### src/rtl/dtree_pkg.sv
// Shared state type, default width and index-width helper for the leaf-tree ID loader.
package dtree_pkg;

  localparam int DEFAULT_W = 32;

  typedef enum logic [2:0] {
    ST_IDLE,
    ST_LOAD,
    ST_SETTLE,
    ST_CHECK,
    ST_DONE
  } state_t;

  // Bits needed to hold 0..n-1, never less than one.
  function automatic int idx_width(input int n);
    return (n > 1) ? $clog2(n) : 1;
  endfunction

endpackage

### src/rtl/dtree_ack_wdog.sv
// Loadable down-counter shared by the ack timeout and the settle/check windows.
module dtree_ack_wdog #(
  parameter int CW = 4
) (
  input  logic          clk,
  input  logic          rst,
  input  logic          load,
  input  logic          clear,
  input  logic [CW-1:0] load_val,
  output logic          expire
);

  logic [CW-1:0] count;

  // NOTE: sequential state uses non-blocking assignments so every register samples pre-edge values.
  always_ff @(posedge clk) begin
    if (rst)              count <= '0;
    else if (load)        count <= load_val;
    else if (clear)       count <= '0;
    else if (count != '0) count <= count - 1'b1;
  end

  // Loading N-1 makes expire true during the Nth cycle after the load edge.
  assign expire = (count == '0);

endmodule

### src/rtl/dtree_id_loader.sv
// Loads a unique ID into each leaf over valid/ack, then verifies every leaf echoes it back.
module dtree_id_loader
  import dtree_pkg::*;
#(
  parameter int NLEAF        = 4,
  parameter int W            = DEFAULT_W,
  parameter int SETTLE       = 10,
  parameter int CHECK_CYCLES = 3,
  parameter int ACK_TIMEOUT  = 16
) (
  input  logic                        clk,
  input  logic                        rst,
  input  logic                        start,
  input  logic [W-1:0]                id_base,
  output logic [NLEAF*W-1:0]          leaf_n,
  output logic [NLEAF-1:0]            leaf_vld,
  input  logic [NLEAF-1:0]            leaf_ack,
  input  logic [NLEAF*W-1:0]          leaf_echo,
  output logic                        busy,
  output logic                        done,
  output logic                        pass,
  output logic [idx_width(NLEAF)-1:0] fail_idx
);

  localparam int IW   = idx_width(NLEAF);
  localparam int TMAX = (ACK_TIMEOUT > SETTLE) ? ACK_TIMEOUT : SETTLE;
  localparam int CMAX = (TMAX > CHECK_CYCLES) ? TMAX : CHECK_CYCLES;
  localparam int CW   = idx_width(CMAX);

  state_t               state, state_nx;
  logic [IW-1:0]        idx, idx_nx, idx_dn, first_bad;
  logic [W-1:0]         base, base_nx;
  logic [NLEAF*W-1:0]   leaf_n_nx;
  logic [NLEAF-1:0]     vld_nx, mism_vec;
  logic [IW-1:0]        fail_nx;
  logic                 pass_nx, mism, mism_nx;
  logic                 wd_load, wd_clear, wd_expire;
  logic [CW-1:0]        wd_val;

  dtree_ack_wdog #(.CW(CW)) u_wdog (
    .clk      (clk),
    .rst      (rst),
    .load     (wd_load),
    .clear    (wd_clear),
    .load_val (wd_val),
    .expire   (wd_expire)
  );

  // Per-leaf compare; X/Z on an echo counts as a mismatch. Lowest failing index wins.
  always_comb begin
    mism_vec  = '0;
    first_bad = '0;
    for (int j = 0; j < NLEAF; j++)
      mism_vec[j] = (leaf_echo[j*W +: W] !== leaf_n[j*W +: W]);
    for (int j = NLEAF - 1; j >= 0; j--)
      if (mism_vec[j]) first_bad = IW'(j);
  end

  assign idx_dn   = idx - 1'b1;
  assign wd_clear = (state == ST_IDLE) || (state == ST_DONE);

  // NOTE: every variable gets its hold value first, so no path through the case infers a latch.
  always_comb begin
    state_nx  = state;
    idx_nx    = idx;
    base_nx   = base;
    leaf_n_nx = leaf_n;
    vld_nx    = leaf_vld;
    pass_nx   = pass;
    fail_nx   = fail_idx;
    mism_nx   = mism;
    wd_load   = 1'b0;
    wd_val    = '0;

    unique case (state)
      ST_IDLE, ST_DONE: begin
        if (start) begin
          base_nx   = id_base;
          idx_nx    = IW'(NLEAF - 1);
          leaf_n_nx = '0;
          leaf_n_nx[(NLEAF-1)*W +: W] = id_base + W'(NLEAF - 1);
          vld_nx    = '0;
          vld_nx[NLEAF-1] = 1'b1;
          pass_nx   = 1'b0;
          fail_nx   = '0;
          mism_nx   = 1'b0;
          wd_load   = 1'b1;
          wd_val    = CW'(ACK_TIMEOUT - 1);
          state_nx  = ST_LOAD;
        end
      end

      ST_LOAD: begin
        // An ack on the same edge as expiry still counts as accepted.
        if (leaf_ack[idx]) begin
          vld_nx  = '0;
          wd_load = 1'b1;
          if (idx == '0) begin
            wd_val   = CW'(SETTLE - 1);
            state_nx = ST_SETTLE;
          end else begin
            idx_nx         = idx_dn;
            vld_nx[idx_dn] = 1'b1;
            leaf_n_nx[int'(idx_dn)*W +: W] = base + W'(idx_dn);
            wd_val         = CW'(ACK_TIMEOUT - 1);
          end
        end else if (wd_expire) begin
          vld_nx   = '0;
          fail_nx  = idx;
          pass_nx  = 1'b0;
          state_nx = ST_DONE;
        end
      end

      ST_SETTLE: begin
        if (wd_expire) begin
          wd_load  = 1'b1;
          wd_val   = CW'(CHECK_CYCLES - 1);
          state_nx = ST_CHECK;
        end
      end

      ST_CHECK: begin
        if (!mism && (|mism_vec)) begin
          mism_nx = 1'b1;
          fail_nx = first_bad;
        end
        if (wd_expire) begin
          pass_nx  = !(mism || (|mism_vec));
          state_nx = ST_DONE;
        end
      end

      default: state_nx = ST_IDLE;
    endcase
  end

  always_ff @(posedge clk) begin
    if (rst) begin
      state    <= ST_IDLE;
      idx      <= '0;
      base     <= '0;
      leaf_n   <= '0;
      leaf_vld <= '0;
      busy     <= 1'b0;
      done     <= 1'b0;
      pass     <= 1'b0;
      fail_idx <= '0;
      mism     <= 1'b0;
    end else begin
      state    <= state_nx;
      idx      <= idx_nx;
      base     <= base_nx;
      leaf_n   <= leaf_n_nx;
      leaf_vld <= vld_nx;
      busy     <= (state_nx == ST_LOAD) || (state_nx == ST_SETTLE) || (state_nx == ST_CHECK);
      done     <= (state_nx == ST_DONE);
      pass     <= pass_nx;
      fail_idx <= fail_nx;
      mism     <= mism_nx;
    end
  end

endmodule

### config.mk
export PLATFORM = sky130hd
export DESIGN_NAME = dtree_id_loader
export DESIGN_NICKNAME = d
export VERILOG_FILES = /design/src/rtl/dtree_pkg.sv /design/src/rtl/dtree_ack_wdog.sv /design/src/rtl/dtree_id_loader.sv
export SDC_FILE = /design/constraint.sdc
export NUM_CORES = 1
export LEC_CHECK = 0
export ABC_AREA = 1
export BUFFER_PORTS_ARGS = -buffer_cell sky130_fd_sc_hd__buf_2
export CORE_MARGIN = 2
export CORE_UTILIZATION = 53
export DETAILED_ROUTE_END_ITERATION = 7
export GPL_TIMING_DRIVEN = 0
export PLACE_DENSITY_LB_ADDON = 0.08
export SLEW_MARGIN = 15
export SYNTH_ARGS = -nofsm -noshare
export SYNTH_HDL_FRONTEND = slang
export SYNTH_SLANG_ARGS = --single-unit
### constraint.sdc
create_clock -name clk -period 3.17 [get_ports clk]
set_input_delay 0 -clock clk [delete_from_list [all_inputs] [get_ports clk]]
set_output_delay 0 -clock clk [all_outputs]
set_load 0.005 [all_outputs]
==> run_results.csv <==
group,metric,value,unit
die,chipHeight,147.4,µm
logic_synthesis,dominantRegCellSynth,"sky130_fd_sc_hd__dfxtp_1",
worst_setup_path,worst-endpoint-arrival,3.27,ns
die,rows,52,
worst_setup_path,setup.worst_path.start_class,"flip-flop",
timing,worst_slew_pin_slew,0.7708,ns
die,floorplan.initialDensity,53.84,%
min_path,holdPathStages,4,
die,die-area,21720,µm²
place,number_of_cells_after_detailed_placement,2261,
min_path,hold_end,"done",
detailed_routing,wirelength,35.30,mm
worst_setup_path,crit_chain,"inv_2 > ha_4 > fa_1 > inv_1 > nand4_1 > nor2_2 > nand2_1 > nor2_2 > nand2_1 > xor2_1 > nor2_2 > nand2_1 > nand3_1 > nand2_1 > inv_1",
place,detailedPlacementHpwl,28.71,mm
worst_setup_path,setup.worst_path.end_class,"flip-flop",
timing,slew_hr,48.61,%
pwr,power.static_leakage,0.006615,µW
logic_synthesis,yosys_register_bits,179,
global_route,first_pass_grt_wire_length,54.79,mm
timing,period_minus_slack,2.918,ns
global_route,first_global_vias,10710,
logic_synthesis,synth_fp_nets,1868,
clock_network,clock-sinks,179,
timing,period_share,92.04,%
clock_network,cts_htree_levels,4,
timing,sum_neg_setup_slack,0,ns
clock_network,root_buffer,"sky130_fd_sc_hd__clkbuf_16",
logic_synthesis,mappedNetlistArea,10890,µm²
place,gp_congestion,0.9373,
place,pre_cts_ws,0.04471,ns
worst_setup_path,reg2reg_from,"idx[0]",
worst_setup_path,worst-path-max-fanout,11,
die,core-area,20230,µm²
layout,non_filler_instance_count_after_layout,2326,
place,numPortBuffers,303,
die,dieWidth,147.4,µm
run_status,run_status,"finished, final reports clean",
layout,post_route_cells_drive_above_1_share,19.99,%
timing,hold_violations,0,
layout,antenna-diode-count,0,
logic_synthesis,yosysWarnings,0,
logic_synthesis,syn_area_per_cell,6.454,µm²
detailed_routing,ant_nets,0,
timing,grt_setup_unrepaired,"false",
worst_setup_path,worst_path_largest_cell_delay,0.41,ns
worst_setup_path,crit_required,3.52,ns
worst_setup_path,cp.buffers_inverters,3,
run,maxCapViolCount,0,
detailed_routing,drt_first_iter_violations,593,
timing,worst_slack,0.2523,ns
pwr,ir_worst_vdd,0.4430,mV
worst_setup_path,regToRegSetupSlack,0.25,ns
min_path,hold_startpoint,"start",
layout,post-route-util,67.64,%
layout,layout_commonest_cell,"sky130_fd_sc_hd__nand2_1",
clock_network,cts_tree,"built",
timing,drv_slew,0,
global_route,grt_antenna_before_repair,0,
min_path,min-delay-path-class,"in2reg",
clock_network,clock_insertion_delay_worst_skew,0.45,ns
timing,timing.fmax,342.7,MHz
layout,final_nets,2224,
clock_network,clk_path_buf_depth,2,
worst_setup_path,worst-r2r-cell-count,15,
worst_setup_path,family_of_cells_with_the_greatest_summed_delay_on_the_critical_path,"simple AND/OR/NAND/NOR gates",
detailed_routing,avgRoutedWirePerCell,15.18,µm
logic_synthesis,number_of_enable_flip_flop_cells_after_synthesis,0,
worst_setup_path,timing.rr.end,"leaf_n[124]",
clock_network,cts_inserted_buffers,17,
detailed_routing,remaining_drc_errors,0,
timing,clock-skew-final,0.01319,ns
worst_setup_path,crit_top_cell,"sky130_fd_sc_hd__nand2_1",
layout,post_layout_instance_area,13690,µm²
detailed_routing,post_drt_via_cell_ratio,5.027,
pwr,power_density,720.3,nW/µm²
global_route,grt.overflow.total,0,
logic_synthesis,synth_seq_area_share,32.89,%
timing,finalSetupViolations,0,
worst_setup_path,timing.critical_path.slowest_stage_cell,"sky130_fd_sc_hd__fa_1",
logic_synthesis,async_flop_share,0,%
worst_setup_path,setup.worst_path.class,"reg2reg",
layout,layout_common_cells,"452 x sky130_fd_sc_hd__nand2_1, 319 x sky130_fd_sc_hd__buf_2, 244 x sky130_fd_sc_hd__nor2_1, 228 x sky130_fd_sc_hd__inv_1, 178 x sky130_fd_sc_hd__dfxtp_1",
detailed_routing,num_vias,11690,
place,placed_cell_area,12750,µm²
layout,syn_to_final_growth,25.62,%
logic_synthesis,netlist-cell-type-count,49,
global_route,groute.usage.overall,31.88,%
logic_synthesis,syn-instance-count,1688,
global_route,grt_max_degree,17,
clock_network,clk_transition_reported_paths,0.07,ns
die,floorplan.io_pins,304,
detailed_routing,first_pass_iters,7,
worst register-to-register path: cells and delay by family (launching register included):
kind,cells,cell delay [ns]
DFF,1,0.36
adders and majority gates,2,0.68
and+or+nand+nor,9,1.20
buffers and inverters,3,0.37
xor gates and xnor gates,1,0.22
flip-flops by register name (all words and copies together) (netlist names):
register and count:
u_wdog.count 4, leaf_vld 4, done 1, fail_idx 2
busy 1, mism 1, leaf_n 128, pass 1
state 3, idx 2, base 32
worst max-delay path by stage:
stage | slack, ns | from | endpoint | cells after the start
finish | 0.25 | idx[0] | leaf_n[124] | 15
global route | 0.04 | idx[0] | leaf_n[124] | 15
CTS | 0.04 | idx[0] | leaf_n[124] | 15
detailed placement | 0.04 | idx[0] | leaf_n[124] | 15
global placement | 0.04 | idx[0] | leaf_n[124] | 15
floorplan | 0.54 | idx[0] | leaf_n[124] | 15
where the power goes:
group          leakage, µW  switching [µW]  total [µW]  internal (µW)
Clock             0.000283             932        2140           1200
Sequential         0.00146             501        3240           2740
Combinational      0.00487            2970        4480           1510
through the flow:
step / power [µW] / hold slack [ns]
final: 9857 / 0.03053
after global routing: 10530 / 0.07031
after CTS: 9768 / 0.02588
after detailed placement: 7622 / 0.2248
after global placement: 7548 / 0.2353
after floorplan: 6150 / 0.08998
repair_timing:
item,CTS,global route
endpoints found under the hold margin,40,0
setup buffers,0,1
gates resized for setup,0,3
setup endpoints to repair,0,22
hold buffers,33,0
metal layers:
layer | vias to the layer above | GRT usage [%] | routed length, µm
li1 | 5946 | - | -
met2 | 448 | 54.93 | 16530
met5 | - | 0 | 0
met4 | 0 | 13.13 | 1405
met3 | 65 | 4.877 | 2520
met1 | 5233 | 40.00 | 14850
Yosys cell counts, drive strengths merged (2+ instances only):
library cell | n | area (µm²)
a211oi | 2 | 15.01
a21oi | 136 | 706.9
a221oi | 3 | 26.28
a22oi | 16 | 120.1
a2bb2oi | 6 | 52.55
buf | 25 | 158.9
clkbuf | 27 | 101.4
dfxtp | 179 | 3583
ha | 12 | 150.1
inv | 244 | 930.9
nand2 | 459 | 1779
nand3 | 34 | 182.7
nand4 | 17 | 106.4
nor2 | 255 | 999.7
nor3 | 31 | 160.1
nor4 | 5 | 37.53
o211ai | 3 | 22.52
o21a | 3 | 22.52
o21ai | 70 | 357.8
o22ai | 2 | 12.51
o31ai | 2 | 15.01
or2 | 12 | 75.07
xnor2 | 87 | 762.0
xor2 | 52 | 455.4
final cells by class:
class | instances | area, µm²
Timing Repair Buffer | 337 | 1854
Clock buffer | 20 | 456.7
Fill cell | 1931 | 6549
Clock inverter | 11 | 128.9
Buffer | 52 | 260.3
Inverter | 244 | 930.9
Multi-Input combinational cell | 1213 | 6132
Tap cell | 270 | 337.8
Sequential cell | 179 | 3585
cell families (layout without fill, tap and decap cells):
kind of cell | count (synthesis) | count (layout) | synth area share, %
AND/OR/NAND/NOR | 814 | 814 | 30.75
flip-flops | 179 | 179 | 32.89
adder cells (fa/ha/maj) | 13 | 13 | 1.562
XOR/XNOR | 139 | 139 | 11.17
buffers and inverters | 296 | 664 | 10.93
AO/OA/AOI/OAI | 247 | 247 | 12.69
Note: power is estimated with default switching activity, not from simulation.
